--- src/rtl/taskwait_merger_pkg.sv ---
// taskwait_merger_pkg: taskwait inStream field positions and merger state encoding
package taskwait_merger_pkg;

    localparam int TYPE_B                = 4;
    localparam int INSTREAM_COMPONENTS_L = 32;
    localparam int INSTREAM_COMPONENTS_H = 39;

    typedef logic [2:0] TwMergeState_t;

    localparam logic [2:0] IDLE     = 3'd0;
    localparam logic [2:0] ACC_HDR  = 3'd1;
    localparam logic [2:0] ACC_PTID = 3'd2;
    localparam logic [2:0] FIN_HDR  = 3'd3;
    localparam logic [2:0] FIN_PTID = 3'd4;

    // Header synthesized for a child-finished notification: type 0, no components
    function automatic logic [63:0] fin_header();
        logic [63:0] h;
        h = '0;
        h[TYPE_B] = 1'b0;
        h[INSTREAM_COMPONENTS_H:INSTREAM_COMPONENTS_L] = '0;
        return h;
    endfunction

endpackage

--- src/rtl/taskwait_merger_out.sv ---
// tw_out_slot: one-beat registered output slice that drains and reloads without a bubble
module tw_out_slot #(
    parameter int ACC_BITS = 4
) (
    input  logic                clk,
    input  logic                rst,
    input  logic                load,
    input  logic [63:0]         load_data,
    input  logic [ACC_BITS-1:0] load_tid,
    input  logic                load_last,
    input  logic                ready,
    output logic                slot_free,
    output logic [63:0]         data,
    output logic                valid,
    output logic [ACC_BITS-1:0] tid,
    output logic                last
);

    assign slot_free = !valid || ready;

    // Slot holds while stalled; otherwise takes the new beat or empties
    always_ff @(posedge clk or posedge rst) begin
        if (rst) begin
            data  <= '0;
            valid <= 1'b0;
            tid   <= '0;
            last  <= 1'b0;
        end else if (slot_free) begin
            valid <= load;
            if (load) begin
                data <= load_data;
                tid  <= load_tid;
                last <= load_last;
            end
        end
    end

endmodule

--- src/rtl/taskwait_merger.sv ---
// taskwait_merger: packet-atomic round-robin merge of accelerator taskwaits and finish notifications
module taskwait_merger
    import taskwait_merger_pkg::*;
#(
    parameter int ACC_BITS = 4
) (
    input  logic                clk,
    input  logic                rst,
    input  logic [63:0]         accTw_TDATA,
    input  logic                accTw_TVALID,
    input  logic [ACC_BITS-1:0] accTw_TID,
    output logic                accTw_TREADY,
    input  logic [63:0]         fin_TDATA,
    input  logic                fin_TVALID,
    output logic                fin_TREADY,
    output logic [63:0]         outStream_TDATA,
    output logic                outStream_TVALID,
    output logic [ACC_BITS-1:0] outStream_TID,
    output logic                outStream_TLAST,
    input  logic                outStream_TREADY
);

    TwMergeState_t       state;
    logic                rr;
    logic [63:0]         fin_ptid;
    logic                slot_free;
    logic                in_acc;
    logic                acc_take;
    logic                fin_take;
    logic                load;
    logic [63:0]         load_data;
    logic [ACC_BITS-1:0] load_tid;
    logic                load_last;

    assign in_acc       = state == ACC_HDR || state == ACC_PTID;
    assign accTw_TREADY = in_acc && slot_free;
    assign fin_TREADY   = state == FIN_HDR && slot_free;
    assign acc_take     = accTw_TREADY && accTw_TVALID;
    assign fin_take     = fin_TREADY && fin_TVALID;

    // Beat presented to the output slot for the current state
    always_comb begin
        load      = acc_take || fin_take || (state == FIN_PTID && slot_free);
        load_data = state == FIN_HDR ? fin_header() : state == FIN_PTID ? fin_ptid : accTw_TDATA;
        load_tid  = in_acc ? accTw_TID : '0;
        load_last = state == ACC_PTID || state == FIN_PTID;
    end

    // Arbitration happens only in IDLE, so a granted packet runs to completion
    always_ff @(posedge clk or posedge rst) begin
        if (rst) begin
            state    <= IDLE;
            rr       <= 1'b0;
            fin_ptid <= '0;
        end else begin
            case (state)
                IDLE:     state <= accTw_TVALID && (!fin_TVALID || !rr) ? ACC_HDR :
                                   fin_TVALID ? FIN_HDR : IDLE;
                ACC_HDR:  if (acc_take) state <= ACC_PTID;
                ACC_PTID: if (acc_take) begin
                    state <= IDLE;
                    rr    <= 1'b1;
                end
                FIN_HDR:  if (fin_take) begin
                    state    <= FIN_PTID;
                    fin_ptid <= fin_TDATA;
                end
                FIN_PTID: if (slot_free) begin
                    state <= IDLE;
                    rr    <= 1'b0;
                end
                default:  state <= IDLE;
            endcase
        end
    end

    tw_out_slot #(.ACC_BITS(ACC_BITS)) u_slot (
        .clk       (clk),
        .rst       (rst),
        .load      (load),
        .load_data (load_data),
        .load_tid  (load_tid),
        .load_last (load_last),
        .ready     (outStream_TREADY),
        .slot_free (slot_free),
        .data      (outStream_TDATA),
        .valid     (outStream_TVALID),
        .tid       (outStream_TID),
        .last      (outStream_TLAST)
    );

endmodule

--- config.mk ---
export PLATFORM = sky130hd
export DESIGN_NAME = taskwait_merger
export DESIGN_NICKNAME = d
export VERILOG_FILES = /design/src/rtl/taskwait_merger_pkg.sv /design/src/rtl/taskwait_merger_out.sv /design/src/rtl/taskwait_merger.sv
export SDC_FILE = /design/constraint.sdc
export NUM_CORES = 1
export LEC_CHECK = 0
export ABC_CLOCK_PERIOD_IN_PS = 3050
export BUFFER_PORTS_ARGS = -buffer_cell sky130_fd_sc_hd__buf_2
export CORE_MARGIN = 4
export CORE_UTILIZATION = 53
export CTS_BUF_LIST = sky130_fd_sc_hd__clkbuf_4 sky130_fd_sc_hd__clkbuf_8
export CTS_CLUSTER_SIZE = 40
export DETAILED_ROUTE_END_ITERATION = 10
export PLACE_DENSITY = 0.84
export SYNTH_ARGS = -nofsm -noshare
export SYNTH_HDL_FRONTEND = slang
export SYNTH_HIERARCHICAL = 1
export SYNTH_SLANG_ARGS = --single-unit
export TNS_END_PERCENT = 100
--- constraint.sdc ---
create_clock -name clk -period 3.05 [get_ports clk]
set_input_delay 0.61 -clock clk [delete_from_list [all_inputs] [get_ports clk]]
set_output_delay 0.61 -clock clk [all_outputs]
set_load 0.02 [all_outputs]
* Word-level counts from Yosys, hierarchy flattened
Cells that the tools add are included.
** Word-level totals
- Output and inout port bits :: 72
- Word-level logic and storage cells :: 49
- Bits in registers :: 138
** Cells by class
- Reduce and logical (&&, ||, !) cells :: 21
- Muxes and demuxes :: 13
- Equality and inequality tests :: 8
** Operators by type and width (count)
- 64-bit 2-to-1 mux :: 2
- 3-bit case mux with 5 select lines :: 1
- 3-bit 2-to-1 mux :: 4
- 2-bit != test, second input constant :: 4
- 3-bit by 2-bit equality test with 1-bit output, second input constant :: 2
- 1-bit logical AND :: 6
- 1-bit logical OR :: 6
- 2-bit 2-to-1 mux :: 2
- 4-bit 2-to-1 mux :: 1
- 2-bit AND reduction :: 2
- 4-bit AND reduction :: 1
- 3-bit by 1-bit equality test with 1-bit output, second input constant :: 1
- 3-bit equality test, second input constant :: 1
- 1-bit zero test :: 3
- 3-bit zero test :: 1
- 3-bit AND reduction :: 1
- 1-bit 2-to-1 mux :: 2
- 1-bit case mux with 2 select lines :: 1
- 2-bit nonzero test :: 1

* Depth between registers and ports, before layout
- Word-level depth :: 7
- Depth in mapped cells :: 10
- Gate-level depth less buffers :: 6

* Hierarchy
The synthesis kept the hierarchy.
** Modules (own cells, without submodules)
- taskwait_merger :: times used 1, cells each 391, area an instance 3772.4 um2, sequential area each 1701.6 um2
- tw_out_slot :: times used 1, cells each 150, area an instance 2648.8 um2, sequential area each 1751.7 um2

* Least setup slack after synthesis
OpenSTA, ideal clock, no wires.
- Path kind :: input to register
- Start :: input port outStream_TREADY
- End :: register u_slot.data[24]
- Data required time :: 2925 ps
- Setup slack :: 603 ps
- Arrival :: 2322 ps
- Setup time :: 125 ps
- Stages on the path :: 10
- Path through :: nand2b_4 -> nand2_1 -> and2b_1 -> buf_6 -> buf_6 -> a221o_1 -> nand2_4 -> buf_6 -> buf_6 -> mux2_4
** On the way
- Longest elaborated chain between the ends :: 6
- Elaborated cells between the ends (all ways) :: 9
- Classes of those cells :: reduce/logical (9)
** RTL lines
- start, declared :: RTL line taskwait_merger.sv:20 : input logic outStream_TREADY
- 1-bit logical OR * :: RTL line taskwait_merger_out.sv:19 : assign slot_free = !valid || ready;
- 1-bit logical AND, on equally long branches :: RTL line taskwait_merger.sv:36, taskwait_merger.sv:37
- 1-bit logical AND, on equally long branches :: RTL line taskwait_merger.sv:38, taskwait_merger.sv:39
- 1-bit logical OR :: RTL line taskwait_merger.sv:43 : load = acc_take || fin_take || (state == FIN_PTID && slot_free);
- 1-bit logical OR * :: RTL line taskwait_merger.sv:43
- net load :: RTL line taskwait_merger.sv:30 : logic load;
- 2-bit AND reduction (no source line) *
- end signal, assigned :: RTL line taskwait_merger_out.sv:31 : data <= load_data;
- end, declared :: RTL line taskwait_merger_out.sv:13 : output logic [63:0] data,
The timed path passes the listed nets; every way through them passes the cells marked *.
A chain may end at the register's enable or synchronous reset.

* Worst setup path in the final report
- Start :: register state[0]
- End :: output port fin_TREADY
** On the way
- Longest elaborated chain between the ends :: 2
** RTL lines
- start, declared :: RTL line taskwait_merger.sv:23 : TwMergeState_t state;
- start signal, assigned :: RTL line taskwait_merger.sv:57 : IDLE: state <= accTw_TVALID && (!fin_TVALID || !rr) ? ACC_HDR :
- 3-bit by 2-bit equality test with 1-bit output :: RTL line taskwait_merger.sv:37 : assign fin_TREADY = state == FIN_HDR && slot_free;
- 1-bit logical AND :: RTL line taskwait_merger.sv:37
- end, declared :: RTL line taskwait_merger.sv:15 : output logic fin_TREADY,
No other way between the ends.

==> results <==
- The top cell types in the final layout, fill and taps aside, are sky130_fd_sc_hd__buf_2 (208), sky130_fd_sc_hd__dfrtp_1 (138), sky130_fd_sc_hd__nand2_1 (130).
- The count of yosys warnings during synthesis is 6.
- The maximum root-to-sink buffer count is 2.
- VDD sags by at most between 0.5 and 0.6 mV.
- The remaining global-route overflow is 0.
- The type of destination of the critical path is an output pin.
- Routability-driven placement finished with a final weighted congestion of approximately 0.85.
- For the pin with the worst max-slew slack, the measured transition is between 1 and 1.5 ns.
- The utilization after layout is 0.685.
- The slowest stage of the critical path belongs to the cell sky130_fd_sc_hd__dfrtp_1.
- The detailed-router iteration count before antenna repair is 5.
- The largest net degree at the start of global routing is 66.
- CTS built an H-tree with a depth of 4.
- The first global-routing pass estimated approximately 27,000 um of wire.
- The cell type with the highest aggregate area in the netlist is sky130_fd_sc_hd__dfrtp_1.
- The top achievable clock speed is 0.358 GHz.
- TritonCTS built the clock tree.
- The required time of the critical path is between 2 and 2.5 ns.
- After clock tree synthesis, the clock-pin slew on the worst setup and hold paths is 0.08 ns.
- The post-route minimum period is approximately 2.8 ns.
- In the final design database the tool counted 875 nets.
- Buffers inserted during clock tree synthesis total 17.
- The data arrival time of the worst path is between 2 and 2.5 ns.
- The peak per-stage delay on the critical path is just over 0.6 ns.
- Measured along the x axis, the die boundary spans roughly 120 um.
- The initial DRC count is 360.
- The floorplan step defined a die boundary enclosing between 10,000 and 15,000 um^2.
- The count of mapped cells out of synthesis is around 540.
- The critical path class is register to output pin.
- Counting every net in the synthesized netlist gives 678.
- The via count of the first global-routing pass is 5,422.
- The wire length reported by the detailed router is approximately 17,000 um.
- Dividing the final minimum period by the clock period gives 0.916.
- The number of buffers added for setup after CTS is 0.
- On the final layout, the worst clock skew is 0.00824 ns.
- In the routed layout, each cell is associated on average with a via count of 5.46.
- For this configuration, the core starts out at a cell density of 0.553.
- Of the post-synthesis cell area, the dominant cell type holds 0.538.
- Detailed placement finished with a half-perimeter wire length of 11,300 um.
- Buffers placed on the I/O ports in this run total between 200 and 250.
- Leaving out fill and tap cells, the most frequent cell in the layout is sky130_fd_sc_hd__buf_2.
- The count of nets left with antenna violations once routing finished came out at 0.
- For this design the ratio of total power to cell area is around 1100 nW/um^2.
- For the worst-skew pair, the clock arrives at the later sink with an insertion delay of around 0.44 ns.
- The detailed-route via count is roughly 4,900.
- The design draws slightly below 9000 uW.
- The count of endpoints failing setup in the final report is 0.
- The leakage power total is about 0.0040 uW.
- The setup slack after layout is between 0.2 and 0.3 ns.
- The aggregate global-route resource usage is 0.244.
- The post-synthesis area per instance is between 10 and 15 um^2.
- Max-cap violations in this run came to 0.
- The initial antenna violation count is 0.
- Setup repair after global routing left no endpoint under its margin.
- The maximum fanout along the worst path is 65.
- Clock tree synthesis found a total of between 100 and 150 sinks.
- The number of endpoints with negative hold slack in the final report is 0.
- Sorting the synthesized cells by area gives the leading types as sky130_fd_sc_hd__dfrtp_1 (54%), sky130_fd_sc_hd__mux2_2 (15%), sky130_fd_sc_hd__mux2_4 (11%), sky130_fd_sc_hd__nand2_1 (7.6%), sky130_fd_sc_hd__a21oi_1 (5.0%).
- The worst setup path is launched from a register.
- The layout filler cell count is about 870.
- The min-delay analysis places its worst path in the category input pin to asynchronous set/reset pin.
- The post-synthesis sequential area ratio is 0.538.
- The area added between synthesis and finish is 23.9%.
- The number of slew-limit violations in the final report is 0.
- The flow ran to the end, and the final reports show no timing, DRC or antenna violations.
- The worst-case register-to-register setup slack is just under 0.6 ns.
- The antenna diode instance count is 0.
- For this run, design rule violations remaining after detail routing come to 0.
- The unique cell type count in the Yosys netlist is 31.
- Dividing the detail-routed wire length by the instance count gives between 15 and 20 um.
- Measured along the y axis, the die boundary spans approximately 120 um.
- The final total negative setup slack is 0 ns.
- After floorplanning, the core was sized to cover roughly 12,000 um^2.
- In this run the count of I/O pins placed on the die edge is 209.
- The worst slack at placement is around 0.48 ns.
- Synthesis inferred between 100 and 150 register bits.
- The critical path goes through and3b_2 -> buf_6 -> and2_1 -> buf_2.
- The number of rows created at floorplan is 39.
- The fraction of final layout cells sized beyond drive strength 1 is 0.518.
- Headroom to the max-slew limit came out at 0.289.
- The mapped cell area is about 6400 um^2.
- The clock root buffer is sky130_fd_sc_hd__clkbuf_8.
-- per-layer routing --
| layer | wire (um) | vias up | share of wire | track usage |
|---|---|---|---|---|
| li1 | - | 2224 | - | - |
| met5 | 0 | - | 0 | 0 |
| met2 | 8370 | 204 | 0.50 | 0.406 |
| met1 | 6910 | 2426 | 0.41 | 0.297 |
| met4 | 316 | 0 | 0.019 | 0.0821 |
| met3 | 1190 | 28 | 0.071 | 0.0855 |
-- critical path: cells and delay by family, from the launching register on --
kind | cells | cell delay (ns)
simple gates | 2 | 0.49
flops | 1 | 0.62
buf+inv | 2 | 0.62
-- final cells by class --
class / instances / area (um^2) / area share
clock buffers: 25 / 325 / 0.0409
repair buffers: 216 / 1150 / 0.145
inverters: 3 / 11.3 / 0.00142
flip-flops and latches: 138 / 3450 / 0.434
well taps: 143 / 179 / 0.0225
clock inverters: 7 / 87.6 / 0.0110
multi-input cells: 362 / 2750 / 0.345
-- power breakdown --
group | switching (uW) | internal [uW] | leakage [uW] | total (uW)
combinational | 1950 | 1970 | 0.00214 | 3920
sequential | 553 | 2750 | 0.00167 | 3310
clock | 670 | 858 | 0.000216 | 1530
total | 3170 | 5580 | 0.00403 | 8750
-- state kept, by name, summed over array words and instances, names as in the netlist --
signal	cells
fin_ptid	64
rr	1
state	3
u_slot/data	64
u_slot/last	1
u_slot/tid	4
u_slot/valid	1
-- synthesized netlist by cell type --
library cell                number
sky130_fd_sc_hd__a21o_1          3
sky130_fd_sc_hd__a31oi_1         1
sky130_fd_sc_hd__nor3b_2         1
sky130_fd_sc_hd__nor2_1          4
sky130_fd_sc_hd__and2b_1         1
sky130_fd_sc_hd__nand2b_4        1
sky130_fd_sc_hd__buf_2          17
sky130_fd_sc_hd__a2111oi_0       1
sky130_fd_sc_hd__nand2_1       130
sky130_fd_sc_hd__and2_1          6
sky130_fd_sc_hd__nor2b_1         1
sky130_fd_sc_hd__nand2b_1        1
sky130_fd_sc_hd__mux2_4         48
sky130_fd_sc_hd__a221o_1         1
sky130_fd_sc_hd__a21oi_1        64
sky130_fd_sc_hd__nand3b_1        2
sky130_fd_sc_hd__o21ai_0         2
sky130_fd_sc_hd__clkbuf_1       11
sky130_fd_sc_hd__buf_1           2
sky130_fd_sc_hd__dfrtp_1       138
sky130_fd_sc_hd__and3b_1         2
sky130_fd_sc_hd__buf_6           7
sky130_fd_sc_hd__mux2_2         85
sky130_fd_sc_hd__a22o_1          1
sky130_fd_sc_hd__nand3_1         1
sky130_fd_sc_hd__nor3_1          2
sky130_fd_sc_hd__nand2_4         1
sky130_fd_sc_hd__or3b_1          1
sky130_fd_sc_hd__inv_1           3
sky130_fd_sc_hd__xnor2_1         2
sky130_fd_sc_hd__buf_4           1
-- path summary, 6_finish.rpt --
path / startpoint / to / cells after the start
min: rst / fin_ptid[24] / 2
max in group asynchronous: rst / u_slot/data[21] / 3
max reg2reg: state[0] / u_slot/data[21] / 6
max: state[0] / fin_TREADY / 4
min reg2reg: u_slot/data[44] / u_slot/data[44] / 1
min in group clk: fin_TDATA[28] / fin_ptid[28] / 2
-- cells by family after synthesis --
kind of cell	count (synthesis)	share of synthesized area
xor+xnor	2	0.00273
flops	138	0.538
buf+inv	41	0.0360
compound gates	73	0.0602
simple gates	154	0.102
mux	133	0.261
-- repair_timing --
action	in CTS	in global routing
setup endpoints to repair	0	1
hold buffers	0	0
gates resized for setup	0	1
-- per-stage QoR --
step	std cells	hold slack [ns]	cell area [um^2]
after floorplan	541	0.480	6420
after global placement	862	0.483	7540
after detailed placement	862	0.487	7540
after CTS	894	0.280	7950
after global routing	894	0.310	7960
final	894	0.276	7960
(Power assumes the default switching activity.)
